$ cat src/rtl/ppu_pkg.sv
// Shared PPU-side types: pixel width and the pixel stream FIFO state encoding.
package ppu_pkg;

  localparam int unsigned PIX_W = 8;

  typedef enum logic [1:0] {
    StIdle    = 2'd0,
    StPrefill = 2'd1,
    StStream  = 2'd2,
    StStarved = 2'd3
  } pix_state_e;

endpackage

$ cat src/rtl/sync_fifo.sv
// Single-clock FIFO with flush; storage is unreset, pointers and level are reset.
module sync_fifo #(
  parameter int unsigned DEPTH = 16,
  parameter int unsigned WIDTH = 8
) (
  input  logic                     clk_i,
  input  logic                     rst_ni,
  input  logic                     push_i,
  input  logic [WIDTH-1:0]         wr_data_i,
  input  logic                     pop_i,
  input  logic                     flush_i,
  output logic [WIDTH-1:0]         rd_data_o,
  output logic [$clog2(DEPTH):0]   level_o
);

  localparam int unsigned AW = $clog2(DEPTH);
  localparam int unsigned LW = AW + 1;
  localparam logic [LW-1:0] FullLvl = LW'(DEPTH);

  logic [WIDTH-1:0] mem_q [DEPTH];
  logic [AW-1:0]    wr_ptr_q, wr_ptr_d;
  logic [AW-1:0]    rd_ptr_q, rd_ptr_d;
  logic [LW-1:0]    level_q, level_d;
  logic             do_push, do_pop;

  // Guard against overrun/underrun even if the caller misbehaves.
  assign do_push = push_i & (level_q != FullLvl) & ~flush_i;
  assign do_pop  = pop_i & (level_q != '0) & ~flush_i;

  always_comb begin
    wr_ptr_d = wr_ptr_q;
    rd_ptr_d = rd_ptr_q;
    level_d  = level_q;
    if (flush_i) begin
      wr_ptr_d = '0;
      rd_ptr_d = '0;
      level_d  = '0;
    end else begin
      if (do_push) wr_ptr_d = wr_ptr_q + AW'(1);
      if (do_pop)  rd_ptr_d = rd_ptr_q + AW'(1);
      unique case ({do_push, do_pop})
        2'b10:   level_d = level_q + LW'(1);
        2'b01:   level_d = level_q - LW'(1);
        default: level_d = level_q;
      endcase
    end
  end

  always_ff @(posedge clk_i or negedge rst_ni) begin
    if (!rst_ni) begin
      wr_ptr_q <= '0;
      rd_ptr_q <= '0;
      level_q  <= '0;
    end else begin
      wr_ptr_q <= wr_ptr_d;
      rd_ptr_q <= rd_ptr_d;
      level_q  <= level_d;
    end
  end

  always_ff @(posedge clk_i) begin
    if (do_push) mem_q[wr_ptr_q] <= wr_data_i;
  end

  assign rd_data_o = mem_q[rd_ptr_q];
  assign level_o   = level_q;

endmodule

$ cat src/rtl/pix_stream_fifo.sv
// Pixel elastic buffer between PPU and VGA driver: prefill to a threshold, then stream on de.
module pix_stream_fifo
  import ppu_pkg::*;
#(
  parameter int unsigned     DEPTH        = 16,
  parameter int unsigned     THRESH       = 8,
  parameter logic [PIX_W-1:0] UNDER_COLOUR = 8'hC0
) (
  input  logic                   clk_pix,
  input  logic                   rst_pix_n,
  input  logic [PIX_W-1:0]       in_data,
  input  logic                   in_stb,
  output logic                   in_ack,
  input  logic                   frame_start,
  input  logic                   de,
  output logic [PIX_W-1:0]       pix_out,
  output logic [$clog2(DEPTH):0] level,
  output logic [15:0]            underflow_cnt,
  output logic [1:0]             state_o
);

  localparam int unsigned   LW        = $clog2(DEPTH) + 1;
  localparam logic [LW-1:0] DepthLvl  = LW'(DEPTH);
  localparam logic [LW-1:0] ThreshLvl = LW'(THRESH);

  pix_state_e       state_q, state_d;
  logic [PIX_W-1:0] pix_q, pix_d;
  logic [15:0]      ucnt_q, ucnt_d;
  logic [PIX_W-1:0] rd_data;
  logic             push, pop;

  assign in_ack = (state_q != StIdle) & ~frame_start & (level < DepthLvl);
  assign push   = in_stb & in_ack;
  assign pop    = (state_q == StStream) & de & (level != '0) & ~frame_start;

  sync_fifo #(
    .DEPTH (DEPTH),
    .WIDTH (PIX_W)
  ) u_fifo (
    .clk_i     (clk_pix),
    .rst_ni    (rst_pix_n),
    .push_i    (push),
    .wr_data_i (in_data),
    .pop_i     (pop),
    .flush_i   (frame_start),
    .rd_data_o (rd_data),
    .level_o   (level)
  );

  always_comb begin
    state_d = state_q;
    ucnt_d  = ucnt_q;
    // Blanking forces black; otherwise show the popped pixel or the underflow colour.
    if (!de)      pix_d = '0;
    else if (pop) pix_d = rd_data;
    else          pix_d = UNDER_COLOUR;

    if (frame_start) begin
      state_d = StPrefill;
    end else begin
      unique case (state_q)
        StIdle:    state_d = StIdle;
        StPrefill: if (level >= ThreshLvl) state_d = StStream;
        StStream: begin
          if (de && (level == '0)) begin
            state_d = StStarved;
            if (ucnt_q != 16'hFFFF) ucnt_d = ucnt_q + 16'd1;
          end
        end
        StStarved: state_d = StStarved;
      endcase
    end
  end

  always_ff @(posedge clk_pix or negedge rst_pix_n) begin
    if (!rst_pix_n) begin
      state_q <= StIdle;
      pix_q   <= '0;
      ucnt_q  <= '0;
    end else begin
      state_q <= state_d;
      pix_q   <= pix_d;
      ucnt_q  <= ucnt_d;
    end
  end

  assign pix_out       = pix_q;
  assign underflow_cnt = ucnt_q;
  assign state_o       = state_q;

endmodule

$ cat config.mk
export PLATFORM = sky130hd
export DESIGN_NAME = pix_stream_fifo
export DESIGN_NICKNAME = d
export VERILOG_FILES = /design/src/rtl/ppu_pkg.sv /design/src/rtl/sync_fifo.sv /design/src/rtl/pix_stream_fifo.sv
export SDC_FILE = /design/constraint.sdc
export NUM_CORES = 1
export LEC_CHECK = 0
export CAP_MARGIN = 20
export CORE_UTILIZATION = 59
export CTS_CLUSTER_DIAMETER = 30
export DETAILED_ROUTE_END_ITERATION = 10
export GPL_TIMING_DRIVEN = 0
export PLACE_DENSITY = 0.89
export SETUP_SLACK_MARGIN = 0.5
export SLEW_MARGIN = 40
export SYNTH_ARGS = -nofsm -noshare
export SYNTH_HDL_FRONTEND = slang
export SYNTH_SLANG_ARGS = --single-unit
export TNS_END_PERCENT = 100
$ cat constraint.sdc
create_clock -name clk_pix -period 3.1 [get_ports clk_pix]
set_input_delay 0.775 -clock clk_pix [delete_from_list [all_inputs] [get_ports clk_pix]]
set_output_delay 0.775 -clock clk_pix [all_outputs]
set_load 0.1 [all_outputs]
==> impl_metrics.yaml <==
outcome:
  outcome: "completed"
yosys:
  ys_seq_area_share_pct: 70.10
  yosysTopAreaCellShare_pct: 55.91
  synth_cell_type_count: 46
  ys.flop_type: "edfxtp_1"
  synth_top_area_cell: "edfxtp_1"
  async_flop_share_pct: 23.35
  synth_edf_count: 128
  syn-num-nets: 404
  syn_area_um2: 6875
  synth.area.top_cells: "edfxtp_1, dfrtp_1, mux4_2, xnor2_1, and2_1"
  syn_inst: 383
  synth_seq_cells: 167
  syn_avg_cell_area_um2: 17.95
  yosysWarnings: 0
worst_setup_path:
  crit_path_cell_trace: "or4_4 > buf_6 > o21bai_4 > nor2_4 > xor2_1 > ha_2 > or3_4 > a21oi_2 > a2bb2oi_2 > mux2i_1"
  arrival_ns: 2.86
  crit_buf_inv: 1
  required_ns: 3.40
  reg2regPathDepth: 10
  path_depth: 10
  slowest_delay_ns: 0.52
  worst_path_max_delay_cell: "or4_4"
  critPathLaunchType: "flip-flop"
  criticalPathCategory: "reg -> reg"
  crit_family: "simple AND/OR/NAND/NOR gates"
  cp_max_fo: 6
  cp-end-kind: "flip-flop"
timing:
  fin_skew_ns: 0.008214
  hold_viol: 0
  slew_viol_final: 0
  setup_ws_ns: 0.5350
  rsz0062_at_grt: "true"
  finalCritPeriodShare_pct: 82.74
  final.min_clock_period_ns: 2.565
  fmax_mhz: 389.9
  setup_viol: 0
  worst_slew_pin_slew_ns: 0.7480
  whs_ns: 0.3288
  slew_headroom_pct: 50.13
hold_path:
  hp-class: "in -> async"
pwr:
  p_switching_mw: 1.057
  powerDensity_nw_per_um2: 602.5
  vdd_drop_max_mv: 0.4524
  pwr-share-comb_pct: 5.2
  power_frac_seq_pct: 49.8
  clkPwrFrac_pct: 45.0
  p_int_mw: 3.870
  p_leak_nw: 2.972
  sw_frac_of_total_pct: 21.45
grt:
  use_met2_pct: 38.79
  grt-ovfl-total: 0
  grt_max_degree: 23
  antenna_found_initial: 0
  grt_pass1_wl_um: 20170
  use_met3_pct: 6.224
  grt_use_met1_pct: 31.31
  grt_pass1_vias: 3731
  grt.total_usage_pct: 24.24
  busiest_layer: "met2"
routing:
  vias: 3791
  via_per_inst: 6.134
  drt_wl_total_um: 13580
  ant_nets: 0
  drc: 0
  routedWlPerCell_um: 21.97
  drt_iter0_markers: 392
  drt_first_pass_iters: 5
cts:
  cts.reportedPaths.clkPinSlew_ns: 0.06
  clk_latency_ns: 0.42
  cts_made_buffers: 17
  cts_buffer_depth: 2
  root_buffer: "clkbuf_16"
  cts.sinks: 167
  cts_hold_buf: 0
  htreeDepth: 4
  cts_tree: "done"
cells_and_area:
  layout-drive-gt1-share_pct: 32.84
  fin_nets: 483
  areaGrowthSynthToFinish_pct: 18.93
  n_antenna_cell: 0
floorplanning:
  initial_core_util_pct: 60.47
  core-area_um2: 11370
  die_y_um: 110.0
  die_w_um: 110.0
  placementRows: 39
  io_pins: 45
  dieArea_um2: 12090
placement:
  dp_hpwl_um: 8880
  pre_cts_ws_ns: -0.2681
  globalplace.congestion: 0.8650
  port_buffers: 43
run:
  maxCapViolCount: 0
cells in the mapped netlist, types with 2 or more instances:
library cell,n
dfrtp_1,39
nand2b_1,4
nand2_1,15
nor2_1,18
and3_1,5
and2_1,17
and4_2,2
edfxtp_1,128
o221ai_1,2
inv_1,5
buf_1,2
o21ai_0,4
nor3_1,7
xor2_1,9
ha_1,8
xnor2_1,13
buf_6,2
nor2b_1,7
or4_4,2
mux2i_1,8
nand4_1,6
a21oi_1,3
nand3_1,6
buf_2,4
mux4_2,38
clkbuf_1,9
layer usage:
metal	wire [um]	vias up
li1	-	1653
met1	5527	1941
met2	6913	168
met3	766	29
met4	369	0
met5	0	-
per-stage QoR:
stage / utilization (%) / setup TNS, ns / cells / power (mW) / instance area, um^2
final: 71.92 / 0 / 618 / 4.927 / 8177
after global routing: 71.92 / 0 / 618 / 5.060 / 8177
after CTS: 70.76 / 0 / 602 / 4.912 / 8045
after detailed placement: 65.13 / -2.323 / 570 / 2.731 / 7405
after global placement: 66.34 / -1.325 / 569 / 2.725 / 7542
after floorplan: - / 0 / 383 / 2.645 / 6933
cells in the final DEF, fill, tap and decap left out, types with 2 or more instances in the layout:
cell type	count
o21ai_0	4
and2_2	3
ha_1	7
inv_1	5
mux2i_1	8
nor2b_1	7
buf_2	37
nand3_1	6
a21oi_2	2
clkinvlp_4	5
and2_1	14
nand2_1	15
xor2_1	9
and4_2	2
nand2b_1	4
buf_6	4
nor2_1	17
and3_1	5
edfxtp_1	128
bufinv_16	4
nand4_1	6
xnor2_1	13
o221ai_1	2
nor3_4	2
clkbuf_16	17
mux4_2	38
clkinv_4	2
clkbuf_1	9
buf_4	16
a21oi_1	2
dfrtp_2	6
dfrtp_1	33
nor3_1	6
inv_6	2
clkdlybuf4s50_1	9
or4_4	3
worst paths after layout:
path	end	slack [ns]	from
hold / removal	underflow_cnt[14]	0.33	rst_pix_n
setup reg to reg	u_fifo.level_o[4]	0.54	u_fifo.level_o[2]
min in group clk_pix	underflow_cnt[14]	0.50	underflow_cnt[14]
max in group asynchronous	u_fifo.level_o[2]	2.29	rst_pix_n
hold reg to reg	underflow_cnt[14]	0.50	underflow_cnt[14]
setup / recovery	u_fifo.level_o[4]	0.54	u_fifo.level_o[2]
worst reg2reg max path, delay by kind of cell (launching register included):
family | cells | cell delay, ns
fa+ha+maj | 1 | 0.22
buf+inv | 1 | 0.14
compound gates | 3 | 0.44
xor+xnor | 1 | 0.16
simple gates | 3 | 0.92
mux | 1 | 0.11
flops | 1 | 0.45
sequential cells by signal, summed over array words and instances, names as in the netlist:
| signal | flops |
|---|---|
| u_fifo.level_o | 5 |
| u_fifo.mem_q | 128 |
| u_fifo.rd_ptr_q | 4 |
| pix_out | 8 |
| state_o | 2 |
| u_fifo.wr_ptr_q | 4 |
| underflow_cnt | 16 |
cells by family after synthesis:
logic type	Yosys count	share of synthesized area, %
flip-flops	167	70.10
AND/OR/NAND/NOR	98	8.135
multiplexers	48	13.99
XOR/XNOR	22	2.803
buffers and inverters	22	1.492
AO/OA/AOI/OAI	18	2.020
adder cells (fa/ha/maj)	8	1.456
area by class of cell:
class | instances | area [um^2]
buffer | 17 | 98.84
timing repair buffer | 60 | 407.9
clock buffer | 18 | 429.2
tap | 143 | 178.9
multi-input combinational | 194 | 2018
inverter | 5 | 18.77
fill | 643 | 3193
sequential | 167 | 4827
clock inverter | 14 | 197.7
power by group through the flow:
| stage | registers, mW | clock network (mW) | logic [mW] |
|---|---|---|---|
| floorplan | 2.57 | 0 | 0.0784 |
| global placement | 2.50 | 0 | 0.227 |
| detailed placement | 2.50 | 0 | 0.231 |
| CTS | 2.45 | 2.22 | 0.235 |
| global route | 2.45 | 2.33 | 0.273 |
| finish | 2.45 | 2.22 | 0.257 |
repair_timing:
item | in CTS | in global routing
setup buffers | 0 | 16
pin swaps | 0 | 4
endpoints found under the setup margin | 131 | 106
resized for setup | 6 | 8
Note: power is estimated with default switching activity, not from simulation.
==> RTL edit, RTL diff (same settings) <==
Take the reset off `pix_q` and load it in a clocked block of its own.
--- a/src/rtl/pix_stream_fifo.sv
+++ b/src/rtl/pix_stream_fifo.sv
@@ -75,13 +75,15 @@
   always_ff @(posedge clk_pix or negedge rst_pix_n) begin
     if (!rst_pix_n) begin
       state_q <= StIdle;
-      pix_q   <= '0;
       ucnt_q  <= '0;
     end else begin
       state_q <= state_d;
-      pix_q   <= pix_d;
       ucnt_q  <= ucnt_d;
     end
+  end
+
+  always_ff @(posedge clk_pix) begin
+    pix_q <= pix_d;
   end
 
   assign pix_out       = pix_q;
Check against the original RTL: not equivalent (a bounded check fails within 4 cycles, from zero or initial values and one cycle with rst_pix_n low).
==> RTL edit against the unedited design <==
Worst setup slack worse by 0.076 ns; highest routed layer unchanged; power is 6.2% lower; sequential cell count is the same; final area shrank 1.3%; sequential share of layout area is 0.37 points higher; routed wire length up 0.47%; core utilization decreased by 1.5 points; clock power is 13% lower; count of clock-buffer cells in the layout rose by 3; critical endpoint unchanged; synthesized cell count up 0.52%; synthesized area increased by 1.7%; first-iteration DRC count down 9.4%.
==> RTL edit: results (changes against the unedited design) <==
status finished clean; share of layout cells above drive strength 1 24.0% (-8.9 points); Reg-to-Reg Start u_fifo.level_o[0]; dpl hpwl 8.75 mm (-1.5%); Leak Pwr 0.00288 uW (-3.2%); Compound-Gate Fraction of Synth Area 2.38% (+0.36 points); first-pass GRT wire length 21.4 mm (+6.3%); NetSw 1020 uW (-3.4%); Post-Place Cells 571 (+0.18%); Area after DPL 0.00750 mm2 (+1.3%); Metal-1 WL 5.57 mm (+0.71%); Reg2Reg Setup Slack 0.46 ns (-0.08 ns); post-synthesis async set-or-reset flop share 18.6% (-4.8 points); Post-Place Setup Slack -0.132 ns (+0.136 ns); Clock Skew 0.00508 ns (-0.00313 ns); post-synthesis cell type count 45 (-2.2%); Mapped Nets 406 (+0.50%); IR drop worst, VDD 495 uV (+9.4%); Mapped Avg Cell Area 18.2 um2 (+1.2%); DR vias 3686 (-2.8%); XOR/XNOR Fraction of Synth Area 2.88% (+0.078 points); largest net degree at the start of global routing 32 (+39%); WHS 0.396 ns (+0.0677 ns); placer's final routability congestion estimate 0.824 (-4.7%); GR Layer Usage met1 32.2% (+0.90 points); grt met2 use 38.8% (about the same); worst-path maximum fanout 7 (+1); sequential cell area fraction in the yosys report 68.3% (-1.8 points); met3 Use GR 7.60% (+1.4 points)
-- RTL edit: changes by cell type after synthesis, moves of 3 or more --
cell	before	now
a21oi_1	3	6
and2_1	17	24
buf_6	2	5
clkbuf_1	9	6
dfrtp_1	39	31
dfxtp_1	0	8
inv_1	5	8
mux2i_1	8	2
mux4_1	0	24
mux4_2	38	16
nand2_1	15	18
nand2b_1	4	1
nor2b_1	7	1
nor3_2	0	3
-- RTL edit: worst register-to-register path: cells and delay by family (launching register included) --
kind / cells / cell delay [ns]
mux: 1 / 0.30
compound gates: 3 / 0.50
buf+inv: 1 / 0.13
flops: 1 / 0.52
simple gates: 3 / 0.69
xor+xnor: 1 / 0.16
fa+ha+maj: 1 / 0.23
-- RTL edit: cell type report --
class                   count  area, um2
clock inverters            11        101
fillers                   677       3400
inverters                   8       30.0
multi-input cells         194       2110
repair buffers             46        287
well taps                 143        179
clock buffers              21        440
plain buffers              16        126
flip-flops and latches    167       4790
-- RTL edit: worst max-delay path by stage --
stage                            startpoint           endpoint  cells after the start
after floorplan           u_fifo.level_o[4]  u_fifo.level_o[4]                     11
after global placement                   de  u_fifo.level_o[4]                     11
after detailed placement                 de  u_fifo.level_o[4]                     11
after CTS                 u_fifo.level_o[0]  u_fifo.level_o[4]                     10
after global routing      u_fifo.level_o[0]  u_fifo.level_o[4]                     10
final                     u_fifo.level_o[0]  u_fifo.level_o[4]                     10
-- RTL edit: power groups by stage --
stage                     clock network (uW)  logic, uW  registers, uW
after floorplan                            0       80.3           2560
after global placement                     0        224           2500
after detailed placement                   0        222           2500
after CTS                               1970        226           2450
after global routing                    2060        240           2460
final                                   1940        225           2450
-- RTL edit: what timing repair did --
item	in CTS	in global routing
pin swaps	1	1
setup endpoints to repair	48	7
hold buffers	0	0
setup buffers	2	1
gates resized for setup	1	3
